File: src/rtl/sccb_cfg_pkg.sv
// sccb_cfg_pkg: sequencer state encoding and ROM marker constants shared by the SCCB config block.
package sccb_cfg_pkg;
   typedef enum logic [3:0] {
      IDLE, FETCH, DECODE, WR_CMD, WR_WAIT, RD_CMD, RD_WAIT, CHECK, DELAY, DONE
   } state_t;
   localparam logic [15:0] END       = 16'hFFFF;
   localparam logic [7:0]  DELAY_PFX = 8'hFE;
endpackage

File: src/rtl/ms_timer.sv
// ms_timer: millisecond down-counter; load restarts the prescaler, expired is high once the count reaches zero.
module ms_timer #(
   parameter int DIV = 25125
) (
   input  logic       clk,
   input  logic       rst,
   input  logic       load,
   input  logic       count,
   input  logic [7:0] ms_val,
   output logic       expired
);
   localparam int PW = (DIV < 2) ? 1 : $clog2(DIV);
   logic [PW-1:0] pre_q, pre_d;
   logic [7:0]    ms_q, ms_d;
   logic          tick;
   assign tick    = count && (pre_q == PW'(DIV - 1));
   assign expired = ms_q == 8'd0;
   always_comb begin
      pre_d = (load || tick) ? '0 : count ? pre_q + 1'b1 : pre_q;
      ms_d  = load ? ms_val : (tick && !expired) ? ms_q - 8'd1 : ms_q;
   end
   always_ff @(posedge clk) begin
      if (rst) begin
         pre_q <= '0;
         ms_q  <= '0;
      end else begin
         pre_q <= pre_d;
         ms_q  <= ms_d;
      end
   end
endmodule

File: src/rtl/sccb_config_seq.sv
// sccb_config_seq: walks a register ROM issuing SCCB writes, optional readback verify with retries, and ms delays.
module sccb_config_seq
   import sccb_cfg_pkg::*;
#(
   parameter int CLK_FREQ  = 25125000,
   parameter int ROM_AW    = 8,
   parameter int VERIFY    = 1,
   parameter int MAX_RETRY = 2
) (
   input  logic              clk,
   input  logic              rst,
   input  logic              start,
   input  logic              abort,
   output logic [ROM_AW-1:0] rom_addr,
   input  logic [15:0]       rom_data,
   input  logic              sccb_ready,
   output logic              sccb_start,
   output logic              sccb_rw,
   output logic [7:0]        sccb_addr,
   output logic [7:0]        sccb_wdata,
   input  logic [7:0]        sccb_rdata,
   input  logic              sccb_rvalid,
   output logic              busy,
   output logic              done,
   output logic              error,
   output logic [ROM_AW-1:0] err_addr
);
   localparam int RW = (MAX_RETRY < 1) ? 1 : $clog2(MAX_RETRY + 1);
   state_t            state_q, state_d;
   logic [ROM_AW-1:0] addr_q, addr_d, eaddr_q, eaddr_d;
   logic [RW-1:0]     retry_q, retry_d;
   logic [7:0]        rdata_q, rdata_d, saddr_q, saddr_d, wdata_q, wdata_d;
   logic              start_q, start_d, rw_q, rw_d, done_q, done_d, err_q, err_d;
   logic              is_end, is_dly, last, wr_ok, match, spent, adv, fail, tmr_exp;
   assign is_end = rom_data == END;
   assign is_dly = rom_data[15:8] == DELAY_PFX;
   assign last   = &addr_q;
   // start_q is high exactly on the first WR_WAIT cycle, when the master's ready is not yet meaningful
   assign wr_ok  = !start_q && sccb_ready;
   assign match  = rdata_q == wdata_q;
   assign spent  = retry_q >= RW'(MAX_RETRY);
   assign fail   = state_q == CHECK && !match && spent;
   assign adv    = (state_q == DECODE && is_dly) || (state_q == WR_WAIT && wr_ok && VERIFY == 0)
                 || (state_q == CHECK && (match || spent));
   ms_timer #(.DIV(CLK_FREQ / 1000)) u_tmr (
      .clk     (clk),
      .rst     (rst),
      .load    (state_q == DECODE && is_dly),
      .count   (state_q == DELAY),
      .ms_val  (rom_data[7:0]),
      .expired (tmr_exp)
   );
   always_ff @(posedge clk) begin
      if (rst) begin
         state_q <= IDLE;
         addr_q  <= '0;
         eaddr_q <= '0;
         retry_q <= '0;
         rdata_q <= '0;
         saddr_q <= '0;
         wdata_q <= '0;
         start_q <= 1'b0;
         rw_q    <= 1'b0;
         done_q  <= 1'b0;
         err_q   <= 1'b0;
      end else begin
         state_q <= state_d;
         addr_q  <= addr_d;
         eaddr_q <= eaddr_d;
         retry_q <= retry_d;
         rdata_q <= rdata_d;
         saddr_q <= saddr_d;
         wdata_q <= wdata_d;
         start_q <= start_d;
         rw_q    <= rw_d;
         done_q  <= done_d;
         err_q   <= err_d;
      end
   end
   // any advance past the top ROM address ends the sequence instead of wrapping
   always_comb begin
      state_d = state_q;
      case (state_q)
         IDLE:    state_d = start ? FETCH : IDLE;
         FETCH:   state_d = DECODE;
         DECODE:  state_d = is_end ? DONE : is_dly ? (last ? DONE : DELAY) : WR_CMD;
         WR_CMD:  state_d = sccb_ready ? WR_WAIT : WR_CMD;
         WR_WAIT: state_d = !wr_ok ? WR_WAIT : (VERIFY != 0) ? RD_CMD : last ? DONE : FETCH;
         RD_CMD:  state_d = sccb_ready ? RD_WAIT : RD_CMD;
         RD_WAIT: state_d = sccb_rvalid ? CHECK : RD_WAIT;
         CHECK:   state_d = !(match || spent) ? WR_CMD : last ? DONE : FETCH;
         DELAY:   state_d = tmr_exp ? FETCH : DELAY;
         DONE:    state_d = IDLE;
         default: state_d = IDLE;
      endcase
      if (abort) state_d = IDLE;
   end
   always_comb begin
      addr_d  = adv ? (last ? addr_q : addr_q + 1'b1) : addr_q;
      retry_d = (state_q != CHECK) ? retry_q : (match || spent) ? '0 : retry_q + 1'b1;
      rdata_d = (state_q == RD_WAIT && sccb_rvalid) ? sccb_rdata : rdata_q;
      start_d = !abort && sccb_ready && (state_q == WR_CMD || state_q == RD_CMD);
      rw_d    = start_d ? state_q == RD_CMD : rw_q;
      saddr_d = (start_d && state_q == WR_CMD) ? rom_data[15:8] : saddr_q;
      wdata_d = (start_d && state_q == WR_CMD) ? rom_data[7:0] : wdata_q;
      done_d  = !abort && (state_q == DONE || done_q);
      err_d   = err_q || fail || (adv && last);
      eaddr_d = ((fail || (adv && last)) && !err_q) ? addr_q : eaddr_q;
      if (state_q == IDLE && start && !abort) begin
         addr_d  = '0;
         retry_d = '0;
         done_d  = 1'b0;
         err_d   = 1'b0;
      end
   end
   assign rom_addr   = addr_q;
   assign sccb_start = start_q;
   assign sccb_rw    = rw_q;
   assign sccb_addr  = saddr_q;
   assign sccb_wdata = wdata_q;
   assign busy       = state_q != IDLE;
   assign done       = done_q;
   assign error      = err_q;
   assign err_addr   = eaddr_q;
endmodule

File: config.mk
export PLATFORM = sky130hd
export DESIGN_NAME = sccb_config_seq
export DESIGN_NICKNAME = d
export VERILOG_FILES = /design/src/rtl/sccb_cfg_pkg.sv /design/src/rtl/ms_timer.sv /design/src/rtl/sccb_config_seq.sv
export SDC_FILE = /design/constraint.sdc
export NUM_CORES = 1
export LEC_CHECK = 0
export CAP_MARGIN = 5
export CORE_ASPECT_RATIO = 0.7
export CORE_MARGIN = 3
export CORE_UTILIZATION = 52
export CTS_CLUSTER_SIZE = 14
export DETAILED_ROUTE_END_ITERATION = 8
export PLACE_DENSITY_LB_ADDON = 0.05
export SLEW_MARGIN = 0
export SYNTH_ARGS = -nofsm -noshare
export SYNTH_HDL_FRONTEND = slang
export SYNTH_SLANG_ARGS = --single-unit
File: constraint.sdc
create_clock -name clk -period 2.5 [get_ports clk]
set_input_delay 0.375 -clock clk [delete_from_list [all_inputs] [get_ports clk]]
set_output_delay 0.375 -clock clk [all_outputs]
set_load 0.01 [all_outputs]
==> results of run 1 <==
layer usage:
| metal | GRT usage | share of wire | vias to the layer above |
|---|---|---|---|
| met1 | 0.3192 | 0.52 | 1430 |
| li1 | - | - | 1577 |
| met5 | 0 | 0 | - |
| met2 | 0.3197 | 0.42 | 87 |
| met3 | 0.05827 | 0.055 | 8 |
| met4 | 0.06047 | 0.0099 | 0 |
synthesized netlist by cell type, types with 6 or more instances:
cell type and number:
dfxtp_1 73, nand3_1 13, mux2i_1 34, nor3_1 9, clkbuf_1 11, nand2_1 41, buf_2 7, nor2_1 66
nand4_1 13, ha_1 6, xor2_1 21, xnor2_1 6, a21oi_1 18, inv_1 11
final timing paths:
check / start / cells past startpoint / slack (ps) / endpoint
hold reg to reg: err_addr[5]$_SDFFE_PP0P_ / 2 / 460 / err_addr[5]$_SDFFE_PP0P_
setup reg to reg: u_tmr.ms_q[2]$_SDFFE_PP0P_ / 5 / 290 / u_tmr.ms_q[0]$_SDFFE_PP0P_
hold / removal: err_addr[5]$_SDFFE_PP0P_ / 2 / 460 / err_addr[5]$_SDFFE_PP0P_
setup / recovery: u_tmr.ms_q[2]$_SDFFE_PP0P_ / 5 / 290 / u_tmr.ms_q[0]$_SDFFE_PP0P_
cell usage in the layout, fill, tap and decap left out, types with 2 or more instances in the layout:
cell type         n
clkdlybuf4s50_1  66
nor3b_1           2
o22ai_1           2
nand4_1          13
dfxtp_1          73
a2111oi_0         3
nor3_1            9
a21oi_1          18
inv_1            11
nand4b_1          2
nor2_1           66
mux2i_1          34
and4_1            4
o21ai_0           2
buf_4            19
nor3_2            3
nor4b_1           2
o41ai_1           2
ha_1              6
bufinv_16         2
nand3_1          13
clkbuf_8         10
xnor2_1           6
nand2_1          41
xor2_1           21
a211oi_1          2
a32oi_1           4
and3_1            2
o31ai_1           3
or4_1             3
or3_1             5
nor4_1            4
flip-flops by register name, indices dropped and copies added, names as in the netlist:
signal / count
done: 1
err_addr: 8
sccb_addr: 8
u_tmr.ms_q: 8
rom_addr: 8
sccb_start: 1
u_tmr.pre_q: 15
sccb_wdata: 8
retry_q: 2
state_q: 4
error: 1
rdata_q: 8
sccb_rw: 1
worst min-delay path, cell delays in order (launching register included):
cell and delay, ps:
dfxtp_1 310, nand2_1 50, mux2i_1 50
power by group:
group | switching (µW) | total [µW] | internal (µW)
sequential | 1.21 | 1160 | 1160
clock | 450 | 1040 | 592
combinational | 55.9 | 116 | 60.2
total | 507 | 2320 | 1820
per-stage QoR:
stage | setup slack, ps | hold WS (ps) | power, µW | cell area (µm²)
global placement | 187.1 | 442.6 | 1306 | 4369
floorplan | 348.5 | 455.0 | 1233 | 3520
detailed placement | 155.1 | 446.8 | 1306 | 4369
global route | 56.85 | 479.7 | 2396 | 4597
CTS | 302.0 | 461.0 | 2341 | 4597
finish | 294.4 | 456.2 | 2323 | 4597
kinds of logic after synthesis:
family,after synthesis,share of synthesized area
AND/OR/NAND/NOR,178,0.2567
flip-flops,73,0.4152
AO/OA/AOI/OAI,48,0.09919
multiplexers,35,0.09989
buffers and inverters,32,0.03768
XOR/XNOR,27,0.06719
adder cells (fa/ha/maj),7,0.02417
area by class of cell:
class	count	area (µm²)
clock inverters	6	90.09
well taps	91	113.9
inverters	12	45.04
flip-flops and latches	73	1461
multi-input cells	295	1926
fillers	512	1799
repair buffers	86	823.3
clock buffers	10	137.6
==> impl_metrics.ini, run 1 <==
[synth]
synth_warnings = 0
yosysTopAreaCell = dfxtp_1
synth.avg_cell_area_um2 = 8.799
seq_area_frac_synth = 0.4152
syn_nets = 436
synth_edf_count = 0
ys_ff_latch = 73
ys_types = 56
syn_area_um2 = 3520
ys_top_cells_by_area = dfxtp_1 42%, mux2i_1 9.7%, nor2_1 7.0%
synth_flop_cell = dfxtp_1
async_reset_ff_frac = 0
netlist_instances = 400
yosys.area.top_type_share = 0.4152

[clock_tree]
clock_latency_ps = 340
cts_root_buf = clkbuf_8
cts_hold_buffers = 0
cts_tree = yes
htree_levels = 3
cts_resized = 0
cts_sinks = 73
clock_tree.buffer_depth = 2
cts_made_buffers = 9
cts_setup_buffers = 0
clk_pin_slew_worst_paths_ps = 80

[sta]
tns_ps = 0
fmax_ghz = 0.4534
worstMarginPinSlew_ps = 630.6
setup_viol = 0
max_slew_margin = 0.5796
min_period_ps = 2206
slew_violations = 0
rsz0062_at_grt = false
hold_violations = 0
timing.final.crit_share = 0.8822
fin_skew_ps = 10.12

[placed_design]
dp.cells = 557
hpwl_mm = 6.157
place.gp.congestion = 0.8340
io_buffers = 66

[layout]
final_util = 0.7187
antenna_cells = 0
syn_to_final_growth_pct = 30.61
fin_cells = 573
drive_above_1_share = 0.09544
layout.nets = 513

[pwr]
leakagePower_uw = 0.001622
ir_worst_vdd_v = 0.0003824
power_density_nw_per_um2 = 505.3

[worst_setup_path]
crit_family = simple AND/OR/NAND/NOR gates
worstPathCellList = or4_1 -> nor3_2 -> nand2_1 -> and2_1 -> a2111oi_0
cpPeakStageDelay_ps = 600
critPathSlowestCell = or4_1
required_ps = 2710
cp.arrival_ps = 2420
endpoint_kind = flop
cp_max_fo = 9
critical_path_class = reg2reg
start_kind = flop
critPathBufInv = 0

[routing]
drt-initial-drc-count = 181
wire_per_inst_um = 14.66
via_per_inst = 5.414
dr.pass1.iters = 4
postRouteWirelength_mm = 8.400
drtAntennaViolNets = 0
remaining_drc_errors = 0
via_count = 3102

[floorplan]
fp.coreArea_um2 = 6396
num_rows = 24
fp.dieW_um = 104.3
start_util = 0.5503
die_y_um = 74.83
ios = 67
dieArea_um2 = 7807

[grt]
grt_pass1_wl_mm = 13.70
grt_overflow_total = 0
grt_pass1_vias = 2838
track_usage = 0.2187
grt_max_degree = 33
antenna_found_initial = 0

[status]
status = finished clean

[worst_hold_path]
worst_hold_path_type = reg2reg

[run]
drv_cap = 0
Note: power is estimated with default switching activity, not from simulation.
==> inputs of run 2 (changes only) <==
--- a/config.mk
+++ b/config.mk
@@ -15,4 +15,5 @@
 export SLEW_MARGIN = 0
 export SYNTH_ARGS = -nofsm -noshare
 export SYNTH_HDL_FRONTEND = slang
+export SYNTH_HIERARCHICAL = 1
 export SYNTH_SLANG_ARGS = --single-unit
==> run 2 against run 1 <==
  * Sequential share of layout area is 0.11 points lower
  * Via count is 10% higher
  * Final area is 0.35% higher
  * Synthesized cell count is 6.5% higher
  * Final cell count is 4.5% higher
  * Critical path depth is 1 higher
  * Clock power is 11% lower
  * Critical endpoint is now rom_addr[7]$_SDFFE_PP0P_
==> impl_metrics.ini, run 2 <==
[clock_tree]
cts_made_buffers = 9
clk_pin_slew_worst_paths_ps = 80
cts_setup_buffers = 0
clock_tree.buffer_depth = 2
cts_resized = 0
clock_latency_ps = 350
cts_sinks = 73
cts_root_buf = clkbuf_8
cts_tree = yes
cts_hold_buffers = 0
htree_levels = 3

[run]
drv_cap = 0

[placed_design]
hpwl_mm = 6.949
dp.cells = 583
dpl_worst_slack_ps = -95.61
io_buffers = 66
place.gp.congestion = 0.8701

[layout]
syn_to_final_growth_pct = 30.01
antenna_cells = 0
layout_commonest_cell = dfxtp_1
most-common-layout-cells = 73 x dfxtp_1, 65 x clkdlybuf4s50_1, 59 x nor2_1, 56 x nand2_1, 29 x a21oi_1
largest_reg_flops = 15
fin_cells = 599
regMostFlops = u_tmr/pre_q
drive_above_1_share = 0.09252
layout.nets = 538

[grt]
grt_max_degree = 30
grt_overflow_total = 0
track_usage = 0.2473
grt_pass1_wl_mm = 15.47
grt_pass1_vias = 3247
antenna_found_initial = 0

[routing]
postRouteWirelength_mm = 9.322
via_count = 3419
remaining_drc_errors = 0
dr.pass1.iters = 5
via_per_inst = 5.708
wire_per_inst_um = 15.56
drtAntennaViolNets = 0
drt-initial-drc-count = 223

[synth]
ys_top_cells_by_count = 73 x dfxtp_1, 59 x nor2_1, 56 x nand2_1, 29 x a21oi_1, 23 x xnor2_1
synth_edf_count = 0
yosys.cell_count.top_type = dfxtp_1
ys_top_cells_by_area = dfxtp_1 41%, nor2_1 6.2%, nand2_1 5.9%
ys_types = 54
netlist_instances = 426
yosys.area.top_type_share = 0.4118
synth_warnings = 6
yosysTopAreaCell = dfxtp_1
syn_area_um2 = 3548
syn_nets = 461
async_reset_ff_frac = 0
synth_flop_cell = dfxtp_1
ys_ff_latch = 73
synth.avg_cell_area_um2 = 8.330
seq_area_frac_synth = 0.4118

[worst_setup_path]
r2r-end = rom_addr[7]$_SDFFE_PP0P_
reg2reg_slack_ps = 110
start_kind = flop
required_ps = 2780
cpPeakStageDelay_ps = 580
cp_max_fo = 6
endpoint = rom_addr[7]$_SDFFE_PP0P_
critPathBufInv = 0
worstPathCellList = or4b_4 -> nor3_4 -> a2111oi_2 -> or2_1 -> or4_1 -> a21oi_1
critical_path_class = reg2reg
critical_path_cell_count = 6
startpoint = state_q[0]$_SDFF_PP0_
crit_family = simple AND/OR/NAND/NOR gates
critPathSlowestCell = or4b_4
r2r_start = state_q[0]$_SDFF_PP0_
ff2ff_path_depth = 6
cp.arrival_ps = 2670
endpoint_kind = flop

[sta]
timing.final.crit_share = 0.9552
whs_ps = 455.1
max_slew_margin = 0.6150
hold_violations = 0
rsz0062_at_grt = false
slew_violations = 0
tns_ps = 0
min_period_ps = 2388
worstMarginPinSlew_ps = 575.9
fin_skew_ps = 10.82
fmax_ghz = 0.4188
setup_ws_ps = 112.0
setup_viol = 0

[floorplan]
die_y_um = 75.12
start_util = 0.5522
dieArea_um2 = 7867
fp.coreArea_um2 = 6426
fp.dieW_um = 104.7
ios = 67
num_rows = 24

[pwr]
ir_worst_vdd_v = 0.0002575
leakagePower_uw = 0.001645
power_density_nw_per_um2 = 480.5

[worst_hold_path]
worst_hold_path_type = reg2reg
hold_depth = 2

[status]
status = finished clean
run 2: cell count changes in the layout (fill, tap and decap cells not counted), sizes merged, moves of 8 or more:
| cell | delta |
|---|---|
| xnor2 | +17 |
| xor2 | -17 |
| mux2i | -14 |
| nand2 | +14 |
| a21oi | +11 |
| nor2 | -8 |
| o21ai | +8 |
run 2: worst min-delay path by stage:
stage | from | to | slack (ps)
global route | sccb_addr[1]$_SDFFE_PP0P_ | sccb_addr[1]$_SDFFE_PP0P_ | 480
finish | sccb_addr[7]$_SDFFE_PP0P_ | sccb_addr[7]$_SDFFE_PP0P_ | 460
global placement | retry_q[0]$_SDFFE_PP0N_ | retry_q[0]$_SDFFE_PP0N_ | 440
floorplan | retry_q[0]$_SDFFE_PP0N_ | retry_q[0]$_SDFFE_PP0N_ | 430
detailed placement | sccb_addr[4]$_SDFFE_PP0P_ | sccb_addr[4]$_SDFFE_PP0P_ | 450
CTS | sccb_addr[4]$_SDFFE_PP0P_ | sccb_addr[4]$_SDFFE_PP0P_ | 460
run 2: stage by stage:
step,util,cell area [µm²],total power (µW)
3_5_place_dp,0.6869,4414,1314
5_1_grt,0.7179,4613,2294
2_1_floorplan,-,3548,1232
6_report,0.7179,4613,2217
3_3_place_gp,0.6869,4414,1311
4_1_cts,0.7173,4609,2234
run 2: cell type report:
type                       instances  area (µm²)
multi-input combinational        320        1971
fill                             541        1813
sequential                        73        1461
timing repair buffer              84       815.8
clock buffer                      10       127.6
tap                               91       113.9
clock inverter                     6       67.56
inverter                          15       56.30
run 2: cell families after synthesis:
logic type                 after synthesis  share of synthesized area
adders and majority gates                5                    0.01763
DFF                                     73                     0.4118
AOI/OAI and AO/OA                       64                     0.1146
and+or+nand+nor                        203                     0.2941
buffers and inverters                   33                    0.03561
muxes                                   21                    0.05959
xor gates and xnor gates                27                    0.06664
run 2: layer usage:
layer,vias to the layer above,wire [µm],global-route usage
met5,-,0,0
met4,0,122,0.07715
met3,14,793,0.08826
met2,131,4185,0.4030
met1,1614,4221,0.3133
li1,1660,-,-
run 2: tightest hold or removal path, cell delays in order, from the launching register on:
cell,delay (ps)
dfxtp_1,310
nand2_1,50
a21oi_1,50
run 2: report_power, final:
| part | leakage (µW) | total, µW | internal [µW] | switching, µW |
|---|---|---|---|---|
| Clock | 0.0000929 | 929 | 465 | 464 |
| Combinational | 0.000964 | 124 | 64.0 | 60.4 |
| Sequential | 0.000588 | 1160 | 1160 | 0.725 |
